**src/rtl/debug_unit_ctrl.sv**
```systemverilog
// Host command controller for the MIPS debug path: run/halt/step the pipeline via a
// clock enable and stream NWORDS debug words to the UART transmitter, MSB byte first.
module debug_unit_ctrl #(
  parameter int unsigned NWORDS   = 40,
  parameter int unsigned IDX_W    = 6,
  parameter logic [7:0]  CMD_RUN  = 8'h72,
  parameter logic [7:0]  CMD_HALT = 8'h68,
  parameter logic [7:0]  CMD_STEP = 8'h73,
  parameter logic [7:0]  CMD_DUMP = 8'h64
) (
  input  logic             clk,
  input  logic             rst_n,
  input  logic             rx_done_tick,
  input  logic [7:0]       rx_data,
  input  logic             tx_ready,
  input  logic             tx_done_tick,
  output logic             tx_start,
  output logic [7:0]       tx_data,
  output logic [IDX_W-1:0] word_idx,
  input  logic [31:0]      word_data,
  output logic             pipe_en,
  output logic             halted,
  output logic             busy
);

  typedef enum logic [2:0] {S_HALT, S_RUN, S_STEP, S_LOAD, S_SEND, S_WAIT} state_t;

  localparam logic [IDX_W-1:0] LAST_IDX = IDX_W'(NWORDS - 1);

  state_t      state;
  state_t      state_next;
  logic [31:0] shreg;
  logic [1:0]  byte_cnt;

  always_comb begin
    state_next = state;
    case (state)
      S_HALT: begin
        if (rx_done_tick) begin
          if (rx_data == CMD_RUN)       state_next = S_RUN;
          else if (rx_data == CMD_STEP) state_next = S_STEP;
          else if (rx_data == CMD_DUMP) state_next = S_LOAD;
        end
      end
      S_RUN: begin
        if (rx_done_tick) begin
          if (rx_data == CMD_HALT)      state_next = S_HALT;
          else if (rx_data == CMD_DUMP) state_next = S_LOAD;
        end
      end
      S_STEP: state_next = S_LOAD;
      // An idle transmitter lets the first byte of a word go out straight from LOAD.
      S_LOAD: state_next = tx_ready ? S_WAIT : S_SEND;
      S_SEND: state_next = tx_ready ? S_WAIT : S_SEND;
      S_WAIT: begin
        if (tx_done_tick) begin
          if (byte_cnt != 2'd3)         state_next = S_SEND;
          else if (word_idx == LAST_IDX) state_next = S_HALT;
          else                          state_next = S_LOAD;
        end
      end
      default: state_next = S_HALT;
    endcase
  end

  always_ff @(posedge clk or negedge rst_n) begin
    if (!rst_n) begin
      state    <= S_HALT;
      tx_start <= 1'b0;
      tx_data  <= 8'h00;
      word_idx <= '0;
      pipe_en  <= 1'b0;
      halted   <= 1'b1;
      busy     <= 1'b0;
      shreg    <= 32'h0;
      byte_cnt <= 2'd0;
    end else begin
      state    <= state_next;
      tx_start <= 1'b0;
      pipe_en  <= (state_next == S_RUN) || (state_next == S_STEP);
      halted   <= !((state_next == S_RUN) || (state_next == S_STEP));
      busy     <= (state_next == S_LOAD) || (state_next == S_SEND) || (state_next == S_WAIT);
      case (state)
        S_LOAD: begin
          shreg    <= word_data;
          byte_cnt <= 2'd0;
          if (tx_ready) begin
            tx_start <= 1'b1;
            tx_data  <= word_data[31:24];
          end
        end
        S_SEND: begin
          if (tx_ready) begin
            tx_start <= 1'b1;
            tx_data  <= shreg[31:24];
          end
        end
        S_WAIT: begin
          if (tx_done_tick) begin
            shreg    <= {shreg[23:0], 8'h00};
            byte_cnt <= byte_cnt + 2'd1;
            if (byte_cnt == 2'd3) begin
              word_idx <= (word_idx == LAST_IDX) ? '0 : word_idx + IDX_W'(1);
            end
          end
        end
        default: ;
      endcase
    end
  end

endmodule

```
**config.mk**
```make
export PLATFORM = sky130hd
export DESIGN_NAME = debug_unit_ctrl
export DESIGN_NICKNAME = d
export VERILOG_FILES = /design/src/rtl/debug_unit_ctrl.sv
export SDC_FILE = /design/constraint.sdc
export NUM_CORES = 1
export LEC_CHECK = 0
export ABC_AREA = 0
export BUFFER_PORTS_ARGS = -buffer_cell sky130_fd_sc_hd__buf_4
export CORE_UTILIZATION = 25
export CTS_CLUSTER_DIAMETER = 40
export CTS_CLUSTER_SIZE = 25
export DETAILED_ROUTE_END_ITERATION = 7
export SLEW_MARGIN = 20
export SYNTH_ARGS = -nofsm -noshare
export SYNTH_HDL_FRONTEND = slang
export SYNTH_SLANG_ARGS = --single-unit
```
**constraint.sdc**
```tcl
create_clock -name clk -period 2.6 [get_ports clk]
set_clock_uncertainty 0.2 [all_clocks]
set_input_delay 0.39 -clock clk [delete_from_list [all_inputs] [get_ports clk]]
set_output_delay 0.39 -clock clk [all_outputs]
set_load 0.01 [all_outputs]
```
==> results of run 1 <==
[registers in the layout, indices dropped and copies added (netlist names)]
name and count:
busy 1, byte_cnt 2, halted 1, pipe_en 1, shreg 32, state 3
tx_data 8, tx_start 1, word_idx 6
[power groups by stage]
stage	sequential, W	clock (W)	combinational [W]
global placement	0.00134	0	0.000762
CTS	0.00133	0.000599	0.000786
global route	0.00137	0.000628	0.000873
detailed placement	0.00135	0	0.000783
finish	0.00132	0.000575	0.000770
floorplan	0.00132	0	0.000476
[metrics by stage]
stage | setup slack (ns) | total power, W | hold slack [ns] | area (sq um)
after floorplan | 0.706 | 0.00180 | -0.106 | 2620
after global placement | 0.522 | 0.00210 | 0.261 | 3260
after detailed placement | 0.400 | 0.00213 | 0.273 | 3260
after CTS | 0.583 | 0.00271 | 0.0827 | 3390
after global routing | 0.473 | 0.00287 | 0.0870 | 3390
final | 0.581 | 0.00267 | 0.103 | 3390
[layout by cell type (no fill, tap or decap), types with 2 or more instances in the layout]
cell / instances
buf_4: 65
dfrtp_1: 54
nand2_1: 43
mux2i_1: 33
o21ai_0: 24
o21ai_1: 13
a22o_1: 8
clkbuf_8: 5
nor2b_1: 4
and3_1: 3
nor4b_1: 3
nor4bb_1: 3
nor2_1: 3
a31oi_1: 3
inv_1: 2
nand3_1: 2
a21o_1: 2
nand4_1: 2
xnor2_1: 2
ha_1: 2
buf_12: 2
[layer usage]
layer / GRT usage / vias to the layer above / share of wire
met5: 0 / - / 0
met4: 0.0418 / 0 / 0.015
met3: 0.0219 / 7 / 0.038
met2: 0.155 / 45 / 0.43
met1: 0.154 / 911 / 0.52
li1: - / 983 / -
[worst min path at each step]
stage | cells after the start | slack [ns] | startpoint | to
2_1_floorplan | 0 | -0.11 | rst_n | busy$_DFF_PN0_
3_3_place_gp | 2 | 0.26 | shreg[29]$_DFFE_PN0P_ | shreg[29]$_DFFE_PN0P_
3_5_place_dp | 2 | 0.27 | tx_data[0]$_DFFE_PN0P_ | tx_data[0]$_DFFE_PN0P_
4_1_cts | 2 | 0.08 | word_data[3] | shreg[3]$_DFFE_PN0P_
5_1_grt | 2 | 0.09 | word_data[6] | shreg[6]$_DFFE_PN0P_
6_report | 2 | 0.10 | word_data[2] | shreg[2]$_DFFE_PN0P_
[layout make-up]
cell class	instances	area, sq um
Clock inverter	3	43.8
Fill cell	1015	6840
Multi-Input combinational cell	169	1180
Sequential cell	55	1380
Clock buffer	5	68.8
Inverter	2	7.51
Tap cell	136	170
Timing Repair Buffer	68	538
[kinds of logic (layout without fill, tap and decap cells)]
kind of cell | after synthesis | after routing | share of synthesized area
AND/OR/NAND/NOR | 71 | 71 | 0.140
buffers and inverters | 16 | 78 | 0.0315
XOR/XNOR | 2 | 2 | 0.00668
AO/OA/AOI/OAI | 59 | 59 | 0.151
multiplexers | 35 | 35 | 0.136
adder cells (fa/ha/maj) | 2 | 2 | 0.00954
flip-flops | 55 | 55 | 0.525
[critical path: stages (launching register included)]
cell and delay [ns]:
dfrtp_1 0.46, nor4b_1 0.48, a311o_1 0.30, o311ai_4 0.15, mux2_4 0.32
==> results.cfg, run 1 <==
[clock_tree]
clock_sinks = 55
ctsRootBufferMaster = clkbuf_8
cts_max_level = 2
cts_resized = 0
cts_setup_buffers = 0
worst_skew_pair.late_latency_ns = 0.30
clockBufferDepth = 2
numCtsBuffers = 5
clkTransAtPathRegs_ns = 0.10
hold_buffers = 1
cts_tree = yes

[pwr]
pwr-share-comb = 0.289
p_switching_w = 0.000821
power.internal_w = 0.00184
pwr-share-seq = 0.495
p_leak_nw = 1.55
clkPwrFrac = 0.216
p_per_area_nw_per_um2 = 787
p_sw_frac = 0.308
vdd_drop_max_v = 0.000253

[synthesis]
synth_edf_count = 0
syn_area_per_cell_sq_um = 10.9
yosys_warnings = 0
synth_nets = 287
synth_seq_cells = 55
ys_seq_area_frac = 0.525
synthCells = 240
synth_flop_cell = dfrtp_1
yosysTopAreaCellShare = 0.515
synthTopCellsByCount = dfrtp_1, nand2_1, mux2i_1
yosys.area.top_type = dfrtp_1
synth_cell_types = 40
synth_area_leaders = dfrtp_1, mux2i_1, nand2_1
yosysMostFrequentCell = dfrtp_1
syn_area_sq_um = 2620
async_flop_share = 1.00

[die]
rows = 37
initial_core_util = 0.256
chipHeight_um = 104
design.die.area_sq_um = 10900
fp.coreArea_sq_um = 10200
die_w_um = 104
pin_count = 63

[worst_setup_path]
r2r_end = pipe_en$_DFF_PN0_
r2r_cells = 4
endpoint_kind = flop
cp-endpoint = pipe_en$_DFF_PN0_
critPathKind = reg2reg
cp-startpoint = state[2]$_DFF_PN0_
critPathRequiredTime_ns = 2.60
arrival_ns = 2.01
reg2reg_from = state[2]$_DFF_PN0_
rrSetupSlack_ns = 0.58
setup.worst_path.start_class = flop
crit_fanout = 8

[detailed_routing]
drt_drc_violations_left = 0
ant_nets = 0
drt_iter0_drc = 55
route.vias.total = 1946
wl_mm = 5.61
firstDrtPassIters = 4
vias_per_cell = 4.44
post_drt_wl_per_cell_um = 12.8

[timing]
report.final.hold_viol_count = 0
max-slew-margin-rel = 0.525
rsz0062_at_grt = false
final-setup-viol-count = 0
max_freq_mhz = 495
final_max_slew_viol_count = 0
tightest_slew_ns = 0.712
post-route-min-period_ns = 2.02
fin_tns_setup_ns = 0
period_share = 0.777

[cells_and_area]
area_growth_pct = 29.1
num-nets-final = 348
utilization = 0.331
instances_no_fill = 438
diodes = 0
drive_above_1_share = 0.278

[global_routing]
grt-ovfl-total = 0
grt_use_total = 0.107
first_global_vias = 1929
antenna_found_initial = 0
grt_pass1_wl_mm = 9.40
grt_max_degree = 58

[place]
port_buffers = 62
dp_hpwl_mm = 3.92
place.gp.congestion = 0.829
dp_cells = 429

[run_status]
status = finished clean

[min_path]
hold_path_class = in2reg

[job]
maxCapViolCount = 0
No activity file was read; power rests on OpenSTA's default activity.
==> inputs of run 2 (changes only) <==
Clock period 2.6 ns to 1.9 ns, I/O delays scaled along.
==> run 2 against run 1 <==
Against the previous run: setup slack worse by 0.57 ns; design area is 10% higher; routed wire length is 5.1% higher; critical path depth increased by 1; critical path type unchanged.
==> results.cfg, run 2 (synthesized netlist as in run 1, its figures left out) <==
[run_status]
status = finished clean

[worst_setup_path]
r2r_cells = 5
critPathRequiredTime_ns = 1.89
setup.worst_path.start_class = flop
critPathKind = reg2reg
endpoint_kind = flop
path_cells = buf_6, and3b_2, a32oi_2, o311ai_4, mux2_4
rrSetupSlack_ns = 0.009
arrival_ns = 1.88
slowest_delay_ns = 0.43
cpMaxStageDelayCell = dfrtp_1
r2r_end = pipe_en$_DFF_PN0_
reg2reg_from = state[2]$_DFF_PN0_
crit_fanout = 6

[cells_and_area]
reg_top3 = shreg: 32 flops, tx_data: 8 flops, word_idx: 6 flops
num-nets-final = 381
area_growth_pct = 42.4
largest_reg_flops = 32
diodes = 0
largest-register = shreg
layout_commonest_cell = buf_4
layout_common_cells = buf_4, dfrtp_1, nand2_1
drive_above_1_share = 0.349
utilization = 0.365

[die]
fp.coreArea_sq_um = 10200
chipHeight_um = 104
design.die.area_sq_um = 10900
die_w_um = 104
rows = 37
initial_core_util = 0.256
pin_count = 63

[clock_tree]
cts_max_level = 2
worst_skew_pair.late_latency_ns = 0.30
cts_tree = yes
numCtsBuffers = 5
ctsRootBufferMaster = clkbuf_8
clockBufferDepth = 2
clkTransAtPathRegs_ns = 0.10
clock_sinks = 55

[timing]
report.final.hold_viol_count = 0
max_freq_mhz = 529
post-route-min-period_ns = 1.89
fin_ws_ns = 0.00877
tightest_slew_ns = 0.340
fin_tns_setup_ns = 0
final-setup-viol-count = 0
final_max_slew_viol_count = 0
max-slew-margin-rel = 0.774
rsz0062_at_grt = true
period_share = 0.995

[pwr]
p_per_area_nw_per_um2 = 1020
p_switching_w = 0.00115
p_sw_frac = 0.301
pwr-share-seq = 0.469
vdd_drop_max_v = 0.000358
p_leak_nw = 1.74
p_total_w = 0.00383
power.internal_w = 0.00267
pwr-share-comb = 0.328
clkPwrFrac = 0.203

[global_routing]
grt_use_total = 0.115
grt-ovfl-total = 0
antenna_found_initial = 0
grt_pass1_wl_mm = 10.1
first_global_vias = 2088
grt_max_degree = 31

[min_path]
hold_depth = 2
hold_path_class = in2reg
min_from = word_data[4]
worst_hold_path.endpoint = shreg[4]$_DFFE_PN0P_

[detailed_routing]
ant_nets = 0
route.vias.total = 2040
drt_iter0_drc = 56
wl_met3_um = 231
wl_met1_mm = 2.92
vias_per_cell = 4.33
wl_met2_mm = 2.72
firstDrtPassIters = 4
wl_mm = 5.89
drt_drc_violations_left = 0
routed.top_layer = met4
post_drt_wl_per_cell_um = 12.5

[place]
port_buffers = 62
dp_worst_setup_slack_ns = -0.0544
place.gp.congestion = 0.854
dp_hpwl_mm = 4.34

[job]
maxCapViolCount = 0
==> run 2: cell types whose count changed in the layout (fill, tap and decap cells not counted), sizes merged <==
cell         previous run  this run
dlygate4sd3             1         8
buf                    67        93
==> run 2: cell type report <==
cell class | instances | area, sq um
tap | 136 | 170
inverter | 2 | 7.51
multi-input combinational | 169 | 1210
clock buffer | 5 | 68.8
timing repair buffer | 101 | 857
sequential | 55 | 1380
fill | 1015 | 6490
clock inverter | 3 | 43.8
==> run 2: what timing repair did <==
item                                   in CTS  in global routing
setup endpoints to repair                   1                 37
endpoints found under the hold margin      51                  0
hold buffers                                8                  0
setup buffers                               2                  6
gates resized for setup                     3                  9
pin swaps                                   2                  3
==> run 2: metrics by stage <==
| step | instance area (sq um) | hold slack [ns] | std cells |
|---|---|---|---|
| final | 3740 | 0.0179 | 471 |
| after CTS | 3650 | 0.00354 | 465 |
| after detailed placement | 3440 | 0.0191 | 447 |
| after global routing | 3740 | 0.0153 | 471 |
| after floorplan | 2620 | -0.211 | 240 |
| after global placement | 3440 | 0.0163 | 447 |
==> run 2: metal layers <==
metal	track usage	up-vias
li1	-	1053
met1	0.160	936
met2	0.178	47
met3	0.0232	4
met4	0.0367	0
met5	0	-
==> run 2: how the worst max path moves through the flow <==
stage / startpoint / end / slack (ns) / cells after the start
after floorplan: word_idx[0]$_DFFE_PN0P_ / pipe_en$_DFF_PN0_ / 0.006 / 6
after global placement: rx_data[0] / pipe_en$_DFF_PN0_ / 0.003 / 6
after detailed placement: state[2]$_DFF_PN0_ / pipe_en$_DFF_PN0_ / -0.05 / 4
after CTS: state[2]$_DFF_PN0_ / pipe_en$_DFF_PN0_ / 0.004 / 5
after global routing: word_idx[0]$_DFFE_PN0P_ / pipe_en$_DFF_PN0_ / -0.06 / 6
final: state[2]$_DFF_PN0_ / pipe_en$_DFF_PN0_ / 0.009 / 5
==> run 2: worst max-delay path: cells and delay by family (launching register included) <==
family                 cells  cell delay (ns)
and+or+nand+nor            1             0.26
DFF                        1             0.43
buffers and inverters      1             0.15
AOI/OAI and AO/OA          2             0.43
muxes                      1             0.32
==> run 2: power groups by stage <==
stage / sequential, W / combinational (W) / clock, W
global placement: 0.00181 / 0.00114 / 0
floorplan: 0.00181 / 0.000652 / 0
finish: 0.00180 / 0.00125 / 0.000777
CTS: 0.00180 / 0.00121 / 0.000815
global route: 0.00185 / 0.00142 / 0.000864
detailed placement: 0.00183 / 0.00116 / 0
